==> src/rtl/uart_tx_dev_if.sv <==
// Ibex-style data-bus bundle (req/gnt/rvalid) between a bus host and the UART TX device.
interface uart_tx_dev_if;
  logic        req;
  logic        gnt;
  logic        we;
  logic [3:0]  be;
  logic [31:0] addr;
  logic [31:0] wdata;
  logic        rvalid;
  logic [31:0] rdata;
  logic        err;

  modport master (
    output req, we, be, addr, wdata,
    input  gnt, rvalid, rdata, err
  );

  modport slave (
    input  req, we, be, addr, wdata,
    output gnt, rvalid, rdata, err
  );
endinterface

==> src/rtl/uart_tx_dev.sv <==
// Memory-mapped 8N1 UART transmitter with a TX FIFO, responding on the Ibex data-bus protocol.
module uart_tx_dev #(
  parameter int unsigned FifoDepth   = 8,
  parameter logic [15:0] ClkDivReset = 16'd867
) (
  input  logic         clk_i,
  input  logic         rst_i,
  uart_tx_dev_if.slave bus_io,
  output logic         tx_o,
  output logic         irq_o
);

  localparam int unsigned PtrW = $clog2(FifoDepth);

  localparam logic [1:0] RegTxData = 2'd0;
  localparam logic [1:0] RegStatus = 2'd1;
  localparam logic [1:0] RegClkDiv = 2'd2;
  localparam logic [1:0] RegCtrl   = 2'd3;

  typedef enum logic [1:0] {
    StIdle,
    StStart,
    StData,
    StStop
  } state_e;

  state_e        state_q, state_d;
  logic [15:0]   baud_q, baud_d;
  logic [2:0]    bitCnt_q, bitCnt_d;
  logic [7:0]    shift_q, shift_d;
  logic [15:0]   frameDiv_q, frameDiv_d;

  logic [7:0]    mem_q [FifoDepth];
  logic [PtrW:0] wrPtr_q, wrPtr_d;
  logic [PtrW:0] rdPtr_q, rdPtr_d;
  logic [PtrW:0] level;
  logic          full;
  logic          empty;
  logic          push;
  logic          pop;

  logic [15:0]   clkDiv_q, clkDiv_d;
  logic [1:0]    ctrl_q, ctrl_d;

  logic          rvalid_q, rvalid_d;
  logic [31:0]   rdata_q, rdata_d;
  logic          err_q, err_d;
  logic          irq_q, irq_d;

  logic [1:0]    regSel;
  logic          txWrite;
  logic [31:0]   readValue;
  logic          unusedBits;

  assign unusedBits = ^{bus_io.addr[31:4], bus_io.addr[1:0], bus_io.be[3:2], bus_io.wdata[31:16]};

  // Extra pointer MSB distinguishes full from empty when the index bits match.
  assign level = wrPtr_q - rdPtr_q;
  assign empty = (wrPtr_q == rdPtr_q);
  assign full  = (wrPtr_q[PtrW] != rdPtr_q[PtrW]) &&
                 (wrPtr_q[PtrW-1:0] == rdPtr_q[PtrW-1:0]);

  // Grant stalls only for a real push into a full FIFO; a pop in the same cycle does not help.
  assign regSel     = bus_io.addr[3:2];
  assign txWrite    = bus_io.req & bus_io.we & (regSel == RegTxData) & bus_io.be[0];
  assign bus_io.gnt = bus_io.req & ~(txWrite & full);
  assign push       = bus_io.gnt & txWrite;

  assign wrPtr_d = wrPtr_q + {{PtrW{1'b0}}, push};
  assign rdPtr_d = rdPtr_q + {{PtrW{1'b0}}, pop};

  always_comb begin
    readValue = '0;
    unique case (regSel)
      RegStatus: begin
        readValue[0]    = full;
        readValue[1]    = empty;
        readValue[2]    = (state_q != StIdle);
        readValue[15:8] = 8'(level);
      end
      RegClkDiv: readValue[15:0] = clkDiv_q;
      RegCtrl:   readValue[1:0]  = ctrl_q;
      default:   readValue       = '0;
    endcase
  end

  always_comb begin
    clkDiv_d = clkDiv_q;
    ctrl_d   = ctrl_q;
    if (bus_io.gnt && bus_io.we) begin
      unique case (regSel)
        RegClkDiv: begin
          if (bus_io.be[0]) clkDiv_d[7:0]  = bus_io.wdata[7:0];
          if (bus_io.be[1]) clkDiv_d[15:8] = bus_io.wdata[15:8];
        end
        RegCtrl: begin
          if (bus_io.be[0]) ctrl_d = bus_io.wdata[1:0];
        end
        default: begin
          ctrl_d = ctrl_q;
        end
      endcase
    end
  end

  // Response is captured in the grant cycle and presented exactly one cycle later.
  assign rvalid_d = bus_io.gnt;
  assign rdata_d  = (bus_io.gnt && !bus_io.we) ? readValue : 32'h0;
  assign err_d    = bus_io.gnt & bus_io.we & (regSel == RegStatus);
  assign irq_d    = ctrl_q[1] & empty & (state_q == StIdle);

  assign bus_io.rvalid = rvalid_q;
  assign bus_io.rdata  = rdata_q;
  assign bus_io.err    = err_q;
  assign irq_o         = irq_q;

  // Frame bit timing is latched into frameDiv at pop so CLKDIV writes only affect later frames.
  always_comb begin
    state_d    = state_q;
    baud_d     = baud_q;
    bitCnt_d   = bitCnt_q;
    shift_d    = shift_q;
    frameDiv_d = frameDiv_q;
    pop        = 1'b0;
    tx_o       = 1'b1;
    unique case (state_q)
      StIdle: begin
        if (ctrl_q[0] && !empty) begin
          pop        = 1'b1;
          shift_d    = mem_q[rdPtr_q[PtrW-1:0]];
          frameDiv_d = clkDiv_q;
          baud_d     = clkDiv_q;
          state_d    = StStart;
        end
      end
      StStart: begin
        tx_o = 1'b0;
        if (baud_q == 16'd0) begin
          baud_d   = frameDiv_q;
          bitCnt_d = 3'd0;
          state_d  = StData;
        end else begin
          baud_d = baud_q - 16'd1;
        end
      end
      StData: begin
        tx_o = shift_q[0];
        if (baud_q == 16'd0) begin
          baud_d  = frameDiv_q;
          shift_d = {1'b0, shift_q[7:1]};
          if (bitCnt_q == 3'd7) begin
            state_d = StStop;
          end else begin
            bitCnt_d = bitCnt_q + 3'd1;
          end
        end else begin
          baud_d = baud_q - 16'd1;
        end
      end
      StStop: begin
        tx_o = 1'b1;
        if (baud_q == 16'd0) begin
          state_d = StIdle;
        end else begin
          baud_d = baud_q - 16'd1;
        end
      end
      default: begin
        state_d = StIdle;
      end
    endcase
  end

  always_ff @(posedge clk_i) begin
    if (push) begin
      mem_q[wrPtr_q[PtrW-1:0]] <= bus_io.wdata[7:0];
    end
  end

  always_ff @(posedge clk_i) begin
    if (rst_i) begin
      state_q    <= StIdle;
      baud_q     <= '0;
      bitCnt_q   <= '0;
      shift_q    <= '0;
      frameDiv_q <= '0;
      wrPtr_q    <= '0;
      rdPtr_q    <= '0;
      clkDiv_q   <= ClkDivReset;
      ctrl_q     <= '0;
      rvalid_q   <= 1'b0;
      rdata_q    <= '0;
      err_q      <= 1'b0;
      irq_q      <= 1'b0;
    end else begin
      state_q    <= state_d;
      baud_q     <= baud_d;
      bitCnt_q   <= bitCnt_d;
      shift_q    <= shift_d;
      frameDiv_q <= frameDiv_d;
      wrPtr_q    <= wrPtr_d;
      rdPtr_q    <= rdPtr_d;
      clkDiv_q   <= clkDiv_d;
      ctrl_q     <= ctrl_d;
      rvalid_q   <= rvalid_d;
      rdata_q    <= rdata_d;
      err_q      <= err_d;
      irq_q      <= irq_d;
    end
  end

endmodule

==> src/flat_wrapper.sv <==
// flat-port wrapper written by rule: the top's interface ports become plain ports
module uart_tx_dev_flat 
#(
  parameter int unsigned FifoDepth   = 8,
  parameter logic [15:0] ClkDivReset = 16'd867
)
  (clk_i, rst_i, tx_o, irq_o, bus_io_req, bus_io_we, bus_io_be, bus_io_addr, bus_io_wdata, bus_io_gnt, bus_io_rvalid, bus_io_rdata, bus_io_err);
  uart_tx_dev_if bus_io_i ();
  input  logic clk_i;
  input  logic rst_i;
  output logic tx_o;
  output logic irq_o;
  input wire logic [$bits(bus_io_i.req)-1:0] bus_io_req;
  input wire logic [$bits(bus_io_i.we)-1:0] bus_io_we;
  input wire logic [$bits(bus_io_i.be)-1:0] bus_io_be;
  input wire logic [$bits(bus_io_i.addr)-1:0] bus_io_addr;
  input wire logic [$bits(bus_io_i.wdata)-1:0] bus_io_wdata;
  output wire logic [$bits(bus_io_i.gnt)-1:0] bus_io_gnt;
  output wire logic [$bits(bus_io_i.rvalid)-1:0] bus_io_rvalid;
  output wire logic [$bits(bus_io_i.rdata)-1:0] bus_io_rdata;
  output wire logic [$bits(bus_io_i.err)-1:0] bus_io_err;
  assign bus_io_i.req = bus_io_req;
  assign bus_io_i.we = bus_io_we;
  assign bus_io_i.be = bus_io_be;
  assign bus_io_i.addr = bus_io_addr;
  assign bus_io_i.wdata = bus_io_wdata;
  assign bus_io_gnt = bus_io_i.gnt;
  assign bus_io_rvalid = bus_io_i.rvalid;
  assign bus_io_rdata = bus_io_i.rdata;
  assign bus_io_err = bus_io_i.err;
  uart_tx_dev #(.FifoDepth(FifoDepth), .ClkDivReset(ClkDivReset)) u_core (.clk_i(clk_i), .rst_i(rst_i), .bus_io(bus_io_i), .tx_o(tx_o), .irq_o(irq_o));
endmodule
==> config.mk <==
export PLATFORM = sky130hd
export DESIGN_NAME = uart_tx_dev_flat
export DESIGN_NICKNAME = d
export VERILOG_FILES = /design/src/rtl/uart_tx_dev_if.sv /design/src/rtl/uart_tx_dev.sv /design/src/flat_wrapper.sv
export SDC_FILE = /design/constraint.sdc
export NUM_CORES = 1
export LEC_CHECK = 0
export ABC_AREA = 1
export CAP_MARGIN = 10
export CORE_MARGIN = 4
export CORE_UTILIZATION = 40
export CTS_CLUSTER_SIZE = 8
export DETAILED_ROUTE_END_ITERATION = 8
export PLACE_DENSITY_LB_ADDON = 0.2
export SYNTH_ARGS = -nofsm -noshare
export SYNTH_HDL_FRONTEND = slang
export SYNTH_SLANG_ARGS = --single-unit
export TNS_END_PERCENT = 100
==> constraint.sdc <==
create_clock -name clk_i -period 2.9 [get_ports clk_i]
set_clock_uncertainty 0.2 [all_clocks]
set_input_delay 0.87 -clock clk_i [delete_from_list [all_inputs] [get_ports clk_i]]
set_output_delay 0.87 -clock clk_i [all_outputs]
set_load 0.01 [all_outputs]
==> flow_summary_export.csv, run 1 <==
group,metric,value,unit
clock_tree,root_buffer,"clkbuf_16",
floorplanning,die_h,143,µm
timing,slew_headroom,56.8,%
pwr,ir_worst_vdd,0.437,mV
worst_setup_path,end_kind,"output port",
global_route,grt.total_usage,17.7,%
cells_and_area,fin_nets,1077,
worst_setup_path,crit_chain,"inv_2 > ha_4 > inv_2 > nor4_4 > nand2_2 > nand2_2 > inv_1 > buf_2",
logic_synthesis,avgSynthCellArea,8.22,µm²
pwr,power-per-cell-area,734,nW/µm²
floorplanning,ioPinCount,109,
timing,max_clock_freq,0.350,GHz
clock_tree,ctsHoldBuffers,0,
logic_synthesis,yosysTopAreaCell,"edfxtp_1",
route,drc,0,
route,wl_per_cell,14.2,µm
logic_synthesis,synthFlopType,"dfxtp_1",
cells_and_area,synthToLayoutAreaGrowth,23.4,%
route,drtIter0Drc,304,
timing,drv_slew,0,
timing,hold_ws,256,ps
pwr,leakagePower,3.86,nW
flow_run,maxCapViolations,0,
global_route,grt_pass1_vias,5823,
clock_tree,clock_path_buffers,2,
worst_setup_path,critPathArrivalTime,1790,ps
cells_and_area,final_cell_mix,"nand2_1 (203), nor2_1 (121), dfxtp_1 (86)",
pwr,p_seq_share,37.2,%
logic_synthesis,syn_inst,889,
logic_synthesis,ys_ff_latch,154,
global_route,grt_max_degree,49,
logic_synthesis,synth_warnings,0,
logic_synthesis,synth-async-reset-ratio,0,%
worst_setup_path,crit_path_max_fanout,3,
worst_setup_path,crit_required,1830,ps
clock_tree,clk_latency,430,ps
status,outcome,"completed",
logic_synthesis,ys_seq_area_share,50.9,%
pwr,p_sw,0.00217,W
cells_and_area,n_antenna_cell,0,
timing,fin_crit,2860,ps
global_route,grt_overflow,0,
floorplanning,row_count,49,
worst_setup_path,critPathKind,"reg -> out",
pwr,clockPowerShare,36.9,%
pwr,power.share.switching,32.8,%
route,drtPass1Iterations,5,
worst_setup_path,max_stage_delay,360,ps
logic_synthesis,yosysTopAreaCellShare,26.3,%
placed_design,dpl.hpwl,12000,µm
pwr,combPwrFrac,25.9,%
clock_tree,clk_pin_slew,70,ps
placed_design,finalWeightedCongestion,0.812,
logic_synthesis,synth_edf_count,64,
worst_hold_path,hold_path_class,"reg -> reg",
route,vias,5939,
pwr,internal_power,0.00445,W
route,wirelength,17400,µm
global_route,grt_pass1_wl,28700,µm
clock_tree,htreeDepth,4,
clock_tree,cts_tree,"done",
route,post_drt_via_cell_ratio,4.84,
floorplanning,die_x,143,µm
floorplanning,die_area,20500,µm²
timing,worstMarginPinSlew,647,ps
route,drtAntennaViolNets,0,
timing,setup_viol,0,
placed_design,port_buffers,44,
timing,rsz0062_at_grt,"true",
timing,hold_viol,0,
global_route,antenna_found_initial,0,
floorplanning,start_util,40.7,%
logic_synthesis,synth_area_leaders,"edfxtp_1 (26%), dfxtp_1 (25%), nand2_1 (10%), nor2_1 (6.2%), o21ai_0 (4.7%)",
timing,period_share,98.6,%
floorplanning,core,18000,µm²
cells_and_area,final_util,50.2,%
logic_synthesis,mappedNetlistArea,7310,µm²
worst_setup_path,slowest_stage,"dfxtp_2",
worst_setup_path,start_kind,"flop",
clock_tree,clkSinkCount,154,
cells_and_area,layout_commonest_cell,"nand2_1",
clock_tree,cts_buffers,17,
cells_and_area,drive_above_1_share,14.5,%
logic_synthesis,ys_types,42,
## area by class of cell
class | count | area, µm²
clock inverter | 15 | 224
timing repair buffer | 112 | 961
clock buffer | 17 | 425
multi-input combinational | 606 | 3040
inverter | 93 | 350
fill | 1713 | 8940
sequential | 154 | 3730
tap | 229 | 287
## power by group through the flow
stage / logic [W] / registers, W / clock network, W
finish: 0.00172 / 0.00246 / 0.00244
global route: 0.00194 / 0.00248 / 0.00259
CTS: 0.00171 / 0.00246 / 0.00249
detailed placement: 0.00170 / 0.00251 / 0
global placement: 0.00170 / 0.00251 / 0
floorplan: 0.00130 / 0.00248 / 0
## state kept, by name, indices dropped and copies added (netlist names), 2 cells and up
name and count:
u_core.baud_q 16, u_core.clkDiv_q 16, u_core.wrPtr_q 4, u_core.frameDiv_q 16, u_core.ctrl_q 2, u_core.bitCnt_q 3
u_core.state_q 2, u_core.bus_io.rdata 16, u_core.shift_q 8, u_core.rdPtr_q 4, u_core.mem_q 64
## worst paths after layout
path                        startpoint                    to  slack, ps  cells after the start
setup / recovery     u_core.wrPtr_q[0]            bus_io_gnt         40                      8
setup reg to reg     u_core.rdPtr_q[0]     u_core.shift_q[0]        480                     11
hold reg to reg   u_core.frameDiv_q[5]  u_core.frameDiv_q[5]        260                      2
hold / removal    u_core.frameDiv_q[5]  u_core.frameDiv_q[5]        260                      2
## through the flow
step           instance area, µm²  setup TNS, ps  power [W]  setup slack (ps)  cells
2_1_floorplan                7370              0    0.00378              15.8    904
3_3_place_gp                 8210          -6050    0.00420              -590   1178
3_5_place_dp                 8210          -7100    0.00421              -599   1178
4_1_cts                      8930          -25.5    0.00666             -25.5   1220
5_1_grt                      9020          -76.5    0.00701             -76.5   1226
6_report                     9020              0    0.00662              40.7   1226
## worst max-delay path: cells and delay by family, from the launching register on
family | cells | cell delay (ps)
adder cells (fa/ha/maj) | 1 | 250
flip-flops | 1 | 360
buffers and inverters | 4 | 280
AND/OR/NAND/NOR | 3 | 490
## metal layers
metal / up-vias / part of all wire [%] / global-route usage [%] / routed length, µm
met4: 0 / 1.1 / 5.45 / 195
met3: 16 / 4.5 / 3.65 / 777
met5: - / 0 / 0 / 0
li1: 3043 / - / - / -
met2: 125 / 45 / 28.4 / 7870
met1: 2755 / 49 / 24.1 / 8540
## logic make-up (layout without fill, tap and decap cells)
group | Yosys count | in the layout | share of synthesized area, %
AO/OA/AOI/OAI | 138 | 138 | 10.4
buffers and inverters | 144 | 237 | 8.75
AND/OR/NAND/NOR | 416 | 416 | 24.3
flip-flops | 154 | 154 | 50.9
adder cells (fa/ha/maj) | 21 | 21 | 3.70
other | 1 | 16 | 0.0513
XOR/XNOR | 15 | 15 | 1.90
## cell usage after synthesis, drive strengths merged (4+ instances only)
cell and n:
or2 8, edfxtp 64, nand3 46, o21ai 70
a21oi 51, inv 90, nor2 128, xor2 8
nand3b 4, o211ai 9, ha 20, nand4 13
buf 32, nand2 211, clkbuf 19, xnor2 7
dfxtp 90
## timing repair
item | CTS | global route
buffers inserted | 10 | 6
resized for setup | 10 | 16
endpoints found under the setup margin | 2 | 2
pin swaps | 3 | 7
No activity file was read; power rests on OpenSTA's default activity.
==> run 2, diff against run 1 <==
--- a/config.mk
+++ b/config.mk
@@ -7,10 +7,10 @@
 export LEC_CHECK = 0
 export ABC_AREA = 1
 export CAP_MARGIN = 10
-export CORE_MARGIN = 4
 export CORE_UTILIZATION = 40
 export CTS_CLUSTER_SIZE = 8
 export DETAILED_ROUTE_END_ITERATION = 8
+export MAX_ROUTING_LAYER = met4
 export PLACE_DENSITY_LB_ADDON = 0.2
 export SYNTH_ARGS = -nofsm -noshare
 export SYNTH_HDL_FRONTEND = slang
==> constraint.sdc (replaced) <==
create_clock -name clk_i -period 2.9 [get_ports clk_i]
set_clock_uncertainty 0.2 [all_clocks]
set_input_delay 0.58 -clock clk_i [delete_from_list [all_inputs] [get_ports clk_i]]
set_output_delay 0.58 -clock clk_i [all_outputs]
set_load 0.01 [all_outputs]
==> flow_summary_export.csv, run 2 (same netlist as run 1, synthesis figures left out) <==
group,metric,value,unit
clock_tree,clkSinkCount,154,
timing,hold_ws,261,ps
worst_setup_path,crit_path_max_fanout,9,
clock_tree,root_buffer,"clkbuf_16",
floorplanning,ioPinCount,109,
floorplanning,start_util,40.7,%
cells_and_area,design_area,8730,µm²
route,vias,5805,
clock_tree,cts_buffers,17,
cells_and_area,synthToLayoutAreaGrowth,19.4,%
cells_and_area,n_antenna_cell,0,
pwr,power-per-cell-area,743,nW/µm²
flow_run,maxCapViolations,0,
worst_setup_path,critPathArrivalTime,2010,ps
clock_tree,ctsHoldBuffers,0,
worst_setup_path,max_stage_delay,570,ps
worst_setup_path,rr_worst_depth,12,
placed_design,dpl.hpwl,11900,µm
clock_tree,cts_tree,"done",
placed_design,place_area,8090,µm²
timing,drv_slew,0,
cells_and_area,largest_reg_flops,64,
clock_tree,clk_latency,430,ps
global_route,grt_max_degree,49,
clock_tree,clock_path_buffers,2,
global_route,grt_pass1_wl,28000,µm
timing,period_share,96.2,%
timing,setup-tns-final,0,ps
timing,slew_headroom,58.9,%
worst_setup_path,ff2ff_setup_slack,520,ps
worst_setup_path,reg2reg_to,"u_core.baud_q[5]",
route,wirelength,17100,µm
timing,max_clock_freq,0.358,GHz
route,drtAntennaViolNets,0,
global_route,grt.total_usage,20.1,%
timing,worstMarginPinSlew,616,ps
worst_setup_path,crit_chain,"inv_1 > ha_1 > nand2_1 > o21ai_0 > clkdlybuf4s50_1",
route,post_drt_via_cell_ratio,4.85,
placed_design,port_buffers,44,
floorplanning,row_count,49,
clock_tree,clk_pin_slew,60,ps
cells_and_area,layout_commonest_cell,"nand2_1",
worst_hold_path,hold_path_class,"reg -> reg",
worst_setup_path,crit_required,2120,ps
worst_setup_path,end_kind,"output port",
worst_hold_path,hold_start,"u_core.frameDiv_q[5]",
worst_setup_path,critPathKind,"reg -> out",
cells_and_area,final_util,48.6,%
cells_and_area,fin_nets,1048,
timing,hold_viol,0,
route,drc,0,
pwr,leakagePower,3.69,nW
status,outcome,"completed",
cells_and_area,drive_above_1_share,10.5,%
pwr,power.total,0.00649,W
worst_setup_path,slowest_stage,"clkdlybuf4s50_1",
worst_setup_path,start_kind,"flop",
route,drtIter0Drc,367,
global_route,grt_pass1_vias,5423,
clock_tree,htreeDepth,4,
worst_setup_path,critical_path_buf_inv_count,2,
worst_hold_path,hold_depth,2,
worst_setup_path,r2r-start,"u_core.wrPtr_q[0]",
placed_design,finalWeightedCongestion,0.810,
pwr,ir_worst_vdd,0.490,mV
route,wl_per_cell,14.3,µm
timing,rsz0062_at_grt,"false",
global_route,antenna_found_initial,0,
floorplanning,die_area,18800,µm²
cells_and_area,final_cell_mix,"nand2_1 (204), nor2_1 (121), dfxtp_1 (90)",
timing,setup_viol,0,
global_route,grt_overflow,0,
floorplanning,die_x,137,µm
floorplanning,die_h,137,µm
worst_setup_path,critPathTopFamily,"buffers and inverters",
timing,fin_crit,2790,ps
worst_hold_path,min_to,"u_core.frameDiv_q[5]",
floorplanning,core,18000,µm²
route,drtPass1Iterations,7,
[run 2: per-layer routing]
layer / vias up / wire length [µm] / global-route usage (%)
met2: 116 / 7830 / 31.5
met5: - / 0 / -
met3: 15 / 721 / 4.16
met1: 2686 / 8370 / 26.7
li1: 2988 / - / -
met4: 0 / 152 / 5.13
[run 2: metrics by stage]
step	cells	setup WS [ps]
after floorplan	904	117
after global placement	1164	-13.5
after detailed placement	1164	4.56
after CTS	1197	68.7
after global routing	1197	6.25
final	1197	111
[run 2: timing repair]
item / in CTS / in global routing
setup buffers: 1 / 0
endpoints found under the setup margin: 1 / 1
pin swaps: 1 / 1
resized for setup: 3 / 1
gates cloned: 0 / 0
[run 2: how the worst max path moves through the flow]
stage	from	end	slack (ps)	cells past startpoint
after floorplan	u_core.rdPtr_q[1]	bus_io_gnt	120	9
after global placement	bus_io_addr[2]	bus_io_gnt	-10	9
after detailed placement	bus_io_addr[2]	bus_io_gnt	5	9
after CTS	u_core.rdPtr_q[2]	bus_io_gnt	70	8
after global routing	u_core.state_q[0]	tx_o	6	5
final	u_core.state_q[0]	tx_o	110	5
[run 2: worst register-to-register path: cells and delay by family (launching register included)]
| kind | cells | cell delay [ps] |
|---|---|---|
| AOI/OAI and AO/OA | 2 | 340 |
| and+or+nand+nor | 6 | 690 |
| buffers and inverters | 3 | 390 |
| adders and majority gates | 1 | 270 |
| DFF | 1 | 350 |
[run 2: final cells by class]
type / instances / area, µm²
flip-flops and latches: 154 / 3720
fillers: 1730 / 9240
repair buffers: 83 / 732
clock buffers: 20 / 468
clock inverters: 12 / 151
inverters: 93 / 350
well taps: 229 / 287
multi-input cells: 606 / 3020
[run 2: where the power goes]
part / internal (W) / leakage, nW / total [W] / switching (W)
clock: 0.00137 / 0.307 / 0.00232 / 0.000945
combinational: 0.000592 / 2.08 / 0.00171 / 0.00112
sequential: 0.00236 / 1.31 / 0.00246 / 0.0000966
total: 0.00433 / 3.69 / 0.00649 / 0.00216
==> run 3, diff against run 2 <==
--- a/config.mk
+++ b/config.mk
@@ -7,8 +7,10 @@
 export LEC_CHECK = 0
 export ABC_AREA = 1
 export CAP_MARGIN = 10
-export CORE_UTILIZATION = 40
-export CTS_CLUSTER_SIZE = 8
+export CELL_PAD_IN_SITES_DETAIL_PLACEMENT = 2
+export CELL_PAD_IN_SITES_GLOBAL_PLACEMENT = 2
+export CORE_UTILIZATION = 29
+export CTS_CLUSTER_SIZE = 28
 export DETAILED_ROUTE_END_ITERATION = 8
 export MAX_ROUTING_LAYER = met4
 export PLACE_DENSITY_LB_ADDON = 0.2
==> flow_summary_export.csv, run 3 (same netlist as run 1, synthesis figures left out) <==
group,metric,value,unit
worst_setup_path,critPathArrivalTime,1990,ps
timing,slew_headroom,57.7,%
cells_and_area,instances_no_fill,1296,
worst_setup_path,ff2ff_setup_slack,400,ps
route,drtIter0Drc,231,
route,met3_length,561,µm
status,outcome,"completed",
pwr,power.share.switching,36.4,%
placed_design,port_buffers,44,
worst_setup_path,max_stage_delay,330,ps
cells_and_area,synthToLayoutAreaGrowth,21.5,%
timing,max_clock_freq,0.361,GHz
worst_hold_path,min_to,"u_core.frameDiv_q[5]",
global_route,grt_overflow,0,
timing,setup_ws,134,ps
pwr,leakagePower,3.70,nW
cells_and_area,final_cell_mix,"nand2_1 (203), nor2_1 (121), dfxtp_1 (87)",
placed_design,place_area,8230,µm²
worst_setup_path,critPathTopFamily,"simple AND/OR/NAND/NOR gates",
worst_setup_path,rr_worst_depth,11,
clock_tree,clk_pin_slew,80,ps
clock_tree,root_buffer,"clkbuf_16",
pwr,combPwrFrac,27.4,%
worst_setup_path,end_kind,"output port",
clock_tree,clk_latency,440,ps
worst_setup_path,crit_required,2120,ps
route,route.met2.wl,10500,µm
global_route,grt.total_usage,18.4,%
floorplanning,die_h,161,µm
pwr,p_seq_share,37.4,%
clock_tree,cts_tree,"done",
route,wl_met1,10700,µm
worst_setup_path,critical_path_buf_inv_count,4,
floorplanning,core,24500,µm²
timing,worstMarginPinSlew,635,ps
floorplanning,die_area,25800,µm²
floorplanning,start_util,29.8,%
floorplanning,row_count,57,
route,highest_layer,"met4",
placed_design,dp_worst_setup_slack,-54.5,ps
route,drtPass1Iterations,4,
global_route,grt_pass1_vias,6676,
placed_design,placedCellCount,1262,
pwr,ir_worst_vdd,0.371,mV
timing,hold_viol,0,
pwr,clockPowerShare,35.3,%
worst_hold_path,hold_depth,2,
worst_setup_path,reg2reg_to,"u_core.baud_q[2]",
clock_tree,ctsHoldBuffers,0,
worst_hold_path,hold_path_class,"reg -> reg",
route,vias,6107,
placed_design,dpl.hpwl,15700,µm
global_route,antenna_found_initial,0,
cells_and_area,fin_nets,1052,
clock_tree,htreeDepth,4,
cells_and_area,design_area,8880,µm²
worst_setup_path,start_kind,"flop",
global_route,grt_pass1_wl,35800,µm
pwr,internal_power,0.00420,W
worst_setup_path,crit_path_max_fanout,3,
timing,drv_slew,0,
timing,period_share,95.4,%
route,wirelength,21900,µm
placed_design,finalWeightedCongestion,0.750,
worst_setup_path,critPathKind,"reg -> out",
cells_and_area,largest_reg_flops,64,
timing,setup_viol,0,
route,drtAntennaViolNets,0,
worst_setup_path,crit_chain,"clkinv_1 > ha_1 > inv_2 > nor4_4 > nand2_2 > nand2_2 > inv_1 > dlygate4sd2_1",
pwr,power-per-cell-area,744,nW/µm²
worst_hold_path,hold_start,"u_core.frameDiv_q[5]",
flow_run,maxCapViolations,0,
pwr,p_sw,0.00241,W
timing,fin_crit,2770,ps
worst_setup_path,slowest_stage,"dfxtp_2",
timing,setup-tns-final,0,ps
clock_tree,cts_buffers,17,
cells_and_area,final_util,36.2,%
route,wl_per_cell,16.9,µm
route,post_drt_via_cell_ratio,4.71,
cells_and_area,n_antenna_cell,0,
clock_tree,clkSinkCount,154,
worst_setup_path,cp_common_cell,"nand2_2",
clock_tree,clock_path_buffers,2,
route,drc,0,
worst_setup_path,r2r-start,"u_core.baud_q[0]",
cells_and_area,layout_commonest_cell,"nand2_1",
timing,rsz0062_at_grt,"false",
floorplanning,die_x,161,µm
cells_and_area,drive_above_1_share,11.6,%
floorplanning,ioPinCount,109,
global_route,grt_max_degree,49,
==> run 3: changes by cell type in the layout (fill, tap and decap cells not counted), sizes merged <==
cell	delta
clkinv	+3
clkinvlp	+1
bufinv	-1
buf	+4
clkbuf	-3
==> run 3: cell type report <==
cell class                      instances  area (µm²)
Clock buffer                           17         425
Clock inverter                         15         189
Fill cell                            2851       15700
Inverter                               93         350
Multi-Input combinational cell        606        3020
Sequential cell                       154        3730
Tap cell                              324         405
Timing Repair Buffer                   87         762
==> run 3: worst max-delay path by stage <==
stage	cells after the start	slack, ps	end	startpoint
after floorplan	9	120	bus_io_gnt	u_core.rdPtr_q[1]
after global placement	9	-30	bus_io_gnt	bus_io_addr[2]
after detailed placement	9	-50	bus_io_gnt	bus_io_addr[2]
after CTS	4	30	tx_o	u_core.state_q[0]
after global routing	8	10	bus_io_gnt	u_core.wrPtr_q[0]
final	8	130	bus_io_gnt	u_core.rdPtr_q[1]
==> run 3: power groups by stage <==
stage / combinational [W] / sequential (W) / clock [W]
floorplan: 0.00130 / 0.00248 / 0
global placement: 0.00177 / 0.00251 / 0
detailed placement: 0.00181 / 0.00251 / 0
CTS: 0.00184 / 0.00247 / 0.00239
global route: 0.00206 / 0.00249 / 0.00248
finish: 0.00181 / 0.00247 / 0.00233
==> run 3: what timing repair did <==
| action | 4_1_cts | 5_1_grt |
|---|---|---|
| pin swaps | 1 | 2 |
| buffers inserted | 1 | 1 |
| resized for setup | 5 | 5 |
| setup endpoints to repair | 1 | 2 |
==> run 3: worst min-delay path, delay by kind of cell, from the launching register on <==
kind	cells	cell delay, ps
AOI/OAI and AO/OA	1	50
DFF	1	300
buffers and inverters	1	60
==> run 3: through the flow <==
step | power (W) | hold WS [ps]
CTS | 0.00670 | 257
detailed placement | 0.00432 | 246
floorplan | 0.00378 | 230
finish | 0.00661 | 253
global route | 0.00702 | 286
global placement | 0.00428 | 243
==> run 3: layer usage <==
metal | up-vias | track usage [%]
li1 | 2993 | -
met3 | 20 | 2.76
met4 | 0 | 4.89
met1 | 3012 | 23.6
met2 | 82 | 30.1
met5 | - | -
